==> config.mk <==
export PLATFORM = sky130hd
export DESIGN_NAME = serializer_tx
export DESIGN_NICKNAME = d
export VERILOG_FILES = /design/src/rtl/serializer_tx.sv
export SDC_FILE = /design/constraint.sdc
export NUM_CORES = 1
export LEC_CHECK = 0
export CAP_MARGIN = 20
export CELL_PAD_IN_SITES_DETAIL_PLACEMENT = 1
export CELL_PAD_IN_SITES_GLOBAL_PLACEMENT = 2
export CORE_ASPECT_RATIO = 0.9
export CORE_MARGIN = 5
export CORE_UTILIZATION = 45
export CTS_CLUSTER_DIAMETER = 40
export DETAILED_ROUTE_END_ITERATION = 16
export GPL_TIMING_DRIVEN = 0
export PLACE_DENSITY_LB_ADDON = 0.1
export RECOVER_POWER = 25
export SLEW_MARGIN = 20
export SYNTH_ARGS = -nofsm -noshare
export SYNTH_HDL_FRONTEND = slang
export SYNTH_SLANG_ARGS = --single-unit
==> constraint.sdc <==
create_clock -name clk -period 5.45 [get_ports clk]
set_clock_uncertainty 0.2 [all_clocks]
set_input_delay 0.8175 -clock clk [delete_from_list [all_inputs] [get_ports clk]]
set_output_delay 0.8175 -clock clk [all_outputs]
set_load 0.01 [all_outputs]
==> src/rtl/serializer_tx.sv <==
// serializer_tx: parallel-to-serial transmitter with an input FIFO.
//
// Words written through a DEPTH-entry FIFO are shifted out MSB first. Each
// serial bit lasts DIV clocks. Back-to-back words are sent without gaps.
//
// Ports:
//   clk        in   single clock, rising edge
//   reset_n    in   asynchronous active-low reset
//   data_in    in   parallel word to send
//   load       in   write data_in into FIFO when ready=1
//   ready      out  FIFO not full (combinational from FIFO count)
//   flush      in   synchronous abort of FIFO and current word
//   ser_out    out  serial bit, MSB first, held between strobes
//   data_ready out  one-clock strobe qualifying ser_out
//   done       out  one-clock pulse with the last bit of a word
//   busy       out  word in transmission
//   overflow   out  one-clock pulse after a load was dropped
module serializer_tx #(
    parameter int unsigned DATA_W = 8,
    parameter int unsigned DIV    = 1,
    parameter int unsigned DEPTH  = 4
) (
    input  logic              clk,
    input  logic              reset_n,
    input  logic [DATA_W-1:0] data_in,
    input  logic              load,
    output logic              ready,
    input  logic              flush,
    output logic              ser_out,
    output logic              data_ready,
    output logic              done,
    output logic              busy,
    output logic              overflow
);

    localparam int unsigned PTR_W = (DEPTH > 1) ? $clog2(DEPTH) : 1;
    localparam int unsigned CNT_W = PTR_W + 1;
    localparam int unsigned DIV_W = (DIV > 1) ? $clog2(DIV) : 1;
    localparam int unsigned BIT_W = (DATA_W > 1) ? $clog2(DATA_W) : 1;

    typedef enum logic {StIdle, StShift} state_t;

    state_t            r_state;
    logic [DATA_W-1:0] r_mem [DEPTH];
    logic [PTR_W-1:0]  r_wr_ptr;
    logic [PTR_W-1:0]  r_rd_ptr;
    logic [CNT_W-1:0]  r_count;
    logic              r_avail;
    logic [DATA_W-1:0] r_shift;
    logic [DIV_W-1:0]  r_div_cnt;
    logic [BIT_W-1:0]  r_bit_cnt;
    logic              r_ser;
    logic              r_dr;
    logic              r_done;
    logic              r_busy;
    logic              r_ovf;

    logic              w_push;
    logic              w_pop;
    logic              w_nonempty;
    logic              w_tick;
    logic              w_last;
    logic              w_start;
    logic [DATA_W-1:0] w_head;

    // ready comes from the pre-edge count, so a same-edge pop never frees a slot.
    assign ready      = (r_count < CNT_W'(DEPTH));
    assign w_push     = load && ready && !flush;
    assign w_nonempty = (r_count != '0);
    assign w_tick     = (r_state == StShift) && (r_div_cnt == DIV_W'(DIV - 1));
    assign w_last     = w_tick && (r_bit_cnt == BIT_W'(DATA_W - 1));
    // r_avail lags the count by one clock: an idle start waits one extra cycle
    // so the first strobe lands DIV+2 edges after the word was accepted.
    assign w_start    = (r_state == StIdle) && r_avail && w_nonempty;
    assign w_pop      = !flush && (w_start || (w_last && w_nonempty));
    assign w_head     = r_mem[r_rd_ptr];

    // FIFO storage (no reset needed, validity is tracked by the count).
    always_ff @(posedge clk) begin
        if (w_push) begin
            r_mem[r_wr_ptr] <= data_in;
        end
    end

    // FIFO pointers, count and overflow flag.
    always_ff @(posedge clk or negedge reset_n) begin
        if (!reset_n) begin
            r_wr_ptr <= '0;
            r_rd_ptr <= '0;
            r_count  <= '0;
            r_avail  <= 1'b0;
            r_ovf    <= 1'b0;
        end else if (flush) begin
            r_wr_ptr <= '0;
            r_rd_ptr <= '0;
            r_count  <= '0;
            r_avail  <= 1'b0;
            r_ovf    <= 1'b0;
        end else begin
            if (w_push) begin
                r_wr_ptr <= r_wr_ptr + PTR_W'(1);
            end
            if (w_pop) begin
                r_rd_ptr <= r_rd_ptr + PTR_W'(1);
            end
            r_count <= r_count + CNT_W'(w_push) - CNT_W'(w_pop);
            r_avail <= w_nonempty;
            r_ovf   <= load && !ready;
        end
    end

    // Transmit FSM with registered outputs.
    always_ff @(posedge clk or negedge reset_n) begin
        if (!reset_n) begin
            r_state   <= StIdle;
            r_shift   <= '0;
            r_div_cnt <= '0;
            r_bit_cnt <= '0;
            r_ser     <= 1'b0;
            r_dr      <= 1'b0;
            r_done    <= 1'b0;
            r_busy    <= 1'b0;
        end else if (flush) begin
            // ser_out deliberately keeps its last value.
            r_state   <= StIdle;
            r_shift   <= '0;
            r_div_cnt <= '0;
            r_bit_cnt <= '0;
            r_dr      <= 1'b0;
            r_done    <= 1'b0;
            r_busy    <= 1'b0;
        end else begin
            r_dr   <= 1'b0;
            r_done <= 1'b0;
            case (r_state)
                StIdle: begin
                    if (w_start) begin
                        r_shift   <= w_head;
                        r_div_cnt <= '0;
                        r_bit_cnt <= '0;
                        r_state   <= StShift;
                        r_busy    <= 1'b1;
                    end
                end
                StShift: begin
                    if (w_tick) begin
                        r_ser     <= r_shift[DATA_W-1];
                        r_dr      <= 1'b1;
                        r_shift   <= r_shift << 1;
                        r_div_cnt <= '0;
                        r_bit_cnt <= r_bit_cnt + BIT_W'(1);
                        if (w_last) begin
                            r_done <= 1'b1;
                            if (w_nonempty) begin
                                // Gapless hand-over to the next queued word.
                                r_shift   <= w_head;
                                r_bit_cnt <= '0;
                            end else begin
                                r_state <= StIdle;
                                r_busy  <= 1'b0;
                            end
                        end
                    end else begin
                        r_div_cnt <= r_div_cnt + DIV_W'(1);
                    end
                end
                default: begin
                    r_state <= StIdle;
                    r_busy  <= 1'b0;
                end
            endcase
        end
    end

    assign ser_out    = r_ser;
    assign data_ready = r_dr;
    assign done       = r_done;
    assign busy       = r_busy;
    assign overflow   = r_ovf;

endmodule

==> results_dict.tcl <==
set metrics [dict create \
    grt_pass1_vias 1602 \
    cts.clk_slew.worst_paths_ns 0.06 \
    synthCells 157 \
    fin_crit_ns 3.28 \
    place_area_um2 2710 \
    slew_violations 0 \
    syn_nets 178 \
    mostFrequentLayoutCells "edfxtp_1 (32), dfrtp_1 (26), inv_1 (15)" \
    ys_ff_latch 58 \
    holdBufCountCts 0 \
    portBuffers 17 \
    final_area_um2 2880 \
    synth_cell_types 38 \
    antenna_found_initial 0 \
    maxCapViolCount 0 \
    final_common_cell "edfxtp_1" \
    fin_tns_setup_ns 0 \
    setup_viol 0 \
    powerDensity_nw_per_um2 389 \
    grt_pass1_wl_um 7860 \
    start_kind "input pin" \
    grt_start_max_net_pins 27 \
    mappedNetlistArea_um2 2460 \
    core_area_um2 5290 \
    total_power_mw 1.12 \
    cts_root_buf "clkbuf_8" \
    die_height_um 80.1 \
    power.leakage_nw 1.17 \
    outcome "finished, final reports clean" \
    pin_count 18 \
    final_cells 257 \
    avgSynthCellArea_um2 15.6 \
    hold_violations 0 \
    drive_above_1_share 0.195 \
    crit_type "in -> reg" \
    required_ns 5.45 \
    rsz0062_at_grt "no" \
    initial_core_util 0.465 \
    fin_crit_sh 0.601 \
    grt_overflow 0 \
    tightestPinTransition_ns 1.42 \
    vias 1355 \
    synthFlopType "edfxtp_1" \
    drt_iter0_drc 56 \
    antenna_cells 0 \
    cts_tree "yes" \
    finalWirelength_um 4500 \
    slew-limit-headroom 0.0554 \
    max_freq_ghz 0.305 \
    wl_per_cell_um 17.5 \
    clock_path_buffers 2 \
    crit_path_max_fanout 8 \
    ys_async_sr_fraction 0.448 \
    die_area_um2 7040 \
    cts_sinks 58 \
    worst_ep_arrival_time_ns 3.27 \
    fp.dieW_um 87.9 \
    endpoint_kind "register" \
    gp_congestion 0.720 \
    whs_ns 0.295 \
    peakVddDrop_v 0.000199 \
    globalRouteTotalUtil 0.154 \
    areaGrowthSynthToFinish_pct 17.2 \
    fp-row-count 25 \
    cts_made_buffers 9 \
    yosys_warnings 0 \
    nNetsFinal 206 \
    first_pass_iters 3 \
    antenna_left 0 \
    drc 0 \
    clk_latency_ns 0.33 \
    vias_per_cell 5.27 \
    synth-edff-count 32 \
    place_inst 241 \
    postCtsSetupRepairBufs 0 \
    hold_class "reg -> reg" \
    synth_sequential_area_ratio 0.656 \
    h-tree-depth 3 \
    hpwl_um 3210 \
    cts_resized 0 \
]
## final timing paths
kind / depth (start not counted) / slack (ns) / start / end
worst max-delay path: 12 / 2.17 / flush / r_count[2]
worst min register to register: 1 / 0.29 / ser_out / ser_out
max in group asynchronous: 1 / 3.61 / reset_n / r_count[2]
worst max register to register: 14 / 2.21 / r_bit_cnt[0] / r_count[2]
worst min-delay path: 1 / 0.29 / ser_out / ser_out
min in group asynchronous: 1 / 0.61 / reset_n / r_shift[5]
## synth_stat cells, drive strengths merged (2+ instances only)
cell	count	area [um^2]
buf	4	31.3
nor2	9	33.8
mux4	8	180
inv	16	60.1
nand3	2	10.0
edfxtp	32	961
nor2b	2	12.5
o21ai	8	62.6
a22oi	7	52.6
xor2	3	26.3
xnor2	2	17.5
a21oi	3	15.0
nand2	2	7.51
dfrtp	26	651
and2	6	37.5
ha	8	100
a22o	2	17.5
mux2	2	22.5
## cell families after synthesis
kind of cell,synth area share
AOI/OAI and AO/OA,0.0886
xor gates and xnor gates,0.0178
adders and majority gates,0.0489
buffers and inverters,0.0387
DFF,0.656
muxes,0.0866
and+or+nand+nor,0.0632
## routing by layer
| layer | track usage | share of wire | routed length (um) | vias up |
|---|---|---|---|---|
| met4 | 0.0690 | 0.017 | 76 | 0 |
| met1 | 0.182 | 0.43 | 1950 | 700 |
| li1 | - | - | - | 628 |
| met3 | 0.0513 | 0.031 | 138 | 9 |
| met5 | 0 | 0 | 0 | - |
| met2 | 0.253 | 0.52 | 2330 | 18 |
## critical path, stage by stage
cell and delay (ns):
clkdlybuf4s50_1 0.55, inv_1 0.19, or2b_2 0.44, inv_2 0.08
ha_1 0.22, inv_1 0.05, ha_1 0.13, inv_1 0.05
fa_1 0.37, xor2_1 0.17, xnor2_1 0.14, nor2_1 0.05
## power by group
group          internal, mW  leakage (nW)  switching, mW
Sequential            0.514         0.648         0.0291
Clock                 0.188        0.0932          0.156
Combinational         0.111         0.429          0.122
Total                 0.813          1.17          0.307
## sequential cells by signal, summed over array words and instances, names as in the netlist
name	count
ser_out	1
r_mem	32
r_shift	8
data_ready	1
r_count	3
done	1
r_div_cnt	1
r_wr_ptr	2
overflow	1
r_state	1
busy	1
r_avail	1
r_bit_cnt	3
r_rd_ptr	2
## stage by stage
step	setup slack, ns	util
6_report	2.17	0.544
5_1_grt	1.99	0.544
4_1_cts	2.16	0.545
3_5_place_dp	1.80	0.512
3_3_place_gp	1.87	0.513
2_1_floorplan	2.48	-
## area by class of cell
type | count | area, um^2
repair buffers | 17 | 164
clock inverters | 3 | 15.0
multi-input cells | 78 | 749
plain buffers | 5 | 35.0
flip-flops and latches | 58 | 1610
well taps | 67 | 83.8
fillers | 512 | 2410
clock buffers | 13 | 159
inverters | 16 | 60.1
Power figures use the tool's default switching activity.
==> RTL change, RTL diff (same flow settings) <==
Change the parameter `DATA_W` from 8 to 16.
--- a/src/rtl/serializer_tx.sv
+++ b/src/rtl/serializer_tx.sv
@@ -16,7 +16,7 @@
 //   busy       out  word in transmission
 //   overflow   out  one-clock pulse after a load was dropped
 module serializer_tx #(
-    parameter int unsigned DATA_W = 8,
+    parameter int unsigned DATA_W = 16,
     parameter int unsigned DIV    = 1,
     parameter int unsigned DEPTH  = 4
 ) (
Interface: changed (resized data_in); port bits go from 18 to 26. The function was not compared with the original's and may differ.
==> RTL change against the unedited design <==
Synthesized cell count rose by 73%; largest cell class unchanged; worst setup slack got worse by 35 ps; wire length rose by 77%; cell count rose by 70%; cell area rose by 62%; area after synthesis rose by 66%; global-route usage rose by 0.65 points; sequential cell count rose by 41; register-to-register slack improved by 400 ps; count of clock-buffer cells in the layout fell by 3; power rose by 54%; highest routed layer unchanged; utilization fell by 2.7 points; first-iteration DRC count rose by 54%.
==> RTL change: results <==
metrics = {
    "routing": {
        "wire_per_inst_um": 18.3,
        "drt_first_iter_violations": 86,
        "dr_wl_met2_mm": 4.01,
        "wl_met1_mm": 3.67,
        "vias": 2276,
        "dr_wl_met3_um": 205,
        "dr.pass1.iters": 4,
    },
    "min_path": {
        "hp-class": "input port to asynchronous set/reset pin",
    },
    "logic_synthesis": {
        "synthTopCellsByCount": "edfxtp_1 (64), nand2_1 (36), dfrtp_1 (35), nor2_1 (24), mux4_2 (16)",
        "ys_seq_area_frac": 0.685,
        "synth-async-reset-ratio": 0.354,
        "synth_cell_types": 39,
        "ys_top_cells_by_area": "edfxtp_1 (47%), dfrtp_1 (21%), mux4_2 (8.8%)",
        "syn-num-nets": 300,
        "synth-edff-count": 64,
        "syn_avg_cell_area_um2": 15.0,
    },
    "global_routing": {
        "use_met2": 0.254,
        "grtUsageMet1": 0.220,
        "grt_max_degree": 23,
        "grt_use_met3": 0.0373,
        "grt_pass1_wl_mm": 13.2,
        "groute.usage.overall": 0.160,
        "grt_pass1_vias": 2509,
    },
    "power_and_ir_drop": {
        "power.switching_fraction": 0.292,
        "powerClk_uw": 432,
        "p_seq_uw": 928,
        "power.share.clock": 0.251,
        "irDropWorstVdd_v": 0.000208,
        "p_leak_uw": 0.00170,
    },
    "placed_design": {
        "gp_congestion": 0.736,
        "placed_area_um2": 4510,
        "placed_cells": 420,
        "port-buffer-count": 25,
        "post-place-ws_ps": 1750,
        "hpwl_mm": 5.33,
    },
    "cells_and_area": {
        "layout-drive-gt1-share": 0.143,
        "multiInputGateArea_um2": 1160,
        "final_cells": 436,
        "top_regs": "r_mem x64, r_shift x16, r_bit_cnt x4",
        "fillerInstances": 925,
    },
    "setup_path": {
        "crit_path_max_fanout": 10,
        "worstRegToRegCells": 11,
        "arrival_ps": 3340,
        "path_delay_family": "buffers and inverters",
    },
    "clock_tree": {
        "clk_latency_ps": 360,
        "clk_pin_slew_worst_paths_ps": 100,
        "cts.repair.resized": 0,
    },
    "status": {
        "status": "completed",
    },
    "timing": {
        "hold_slack_ps": 292,
        "worstMarginPinSlew_ps": 1240,
    },
}
[RTL change: area by class of cell]
type	count	area share
flip-flops and latches	99	0.601
multi-input cells	148	0.248
repair buffers	26	0.0532
well taps	122	0.0328
clock buffers	10	0.0274
plain buffers	16	0.0201
clock inverters	6	0.0105
inverters	9	0.00725
[RTL change: worst max path at each step]
stage	start	endpoint	slack [ps]
3_5_place_dp	flush	r_count[2]	1750
2_1_floorplan	flush	r_count[2]	2740
3_3_place_gp	flush	r_count[2]	1810
5_1_grt	flush	r_count[2]	2010
4_1_cts	flush	r_count[2]	2150
6_report	flush	r_count[2]	2140
[RTL change: kinds of logic after synthesis]
family	count (synthesis)	synth area share
XOR/XNOR	4	0.00859
flip-flops	99	0.685
multiplexers	19	0.0960
adder cells (fa/ha/maj)	8	0.0264
AND/OR/NAND/NOR	84	0.0932
AO/OA/AOI/OAI	33	0.0592
buffers and inverters	25	0.0313
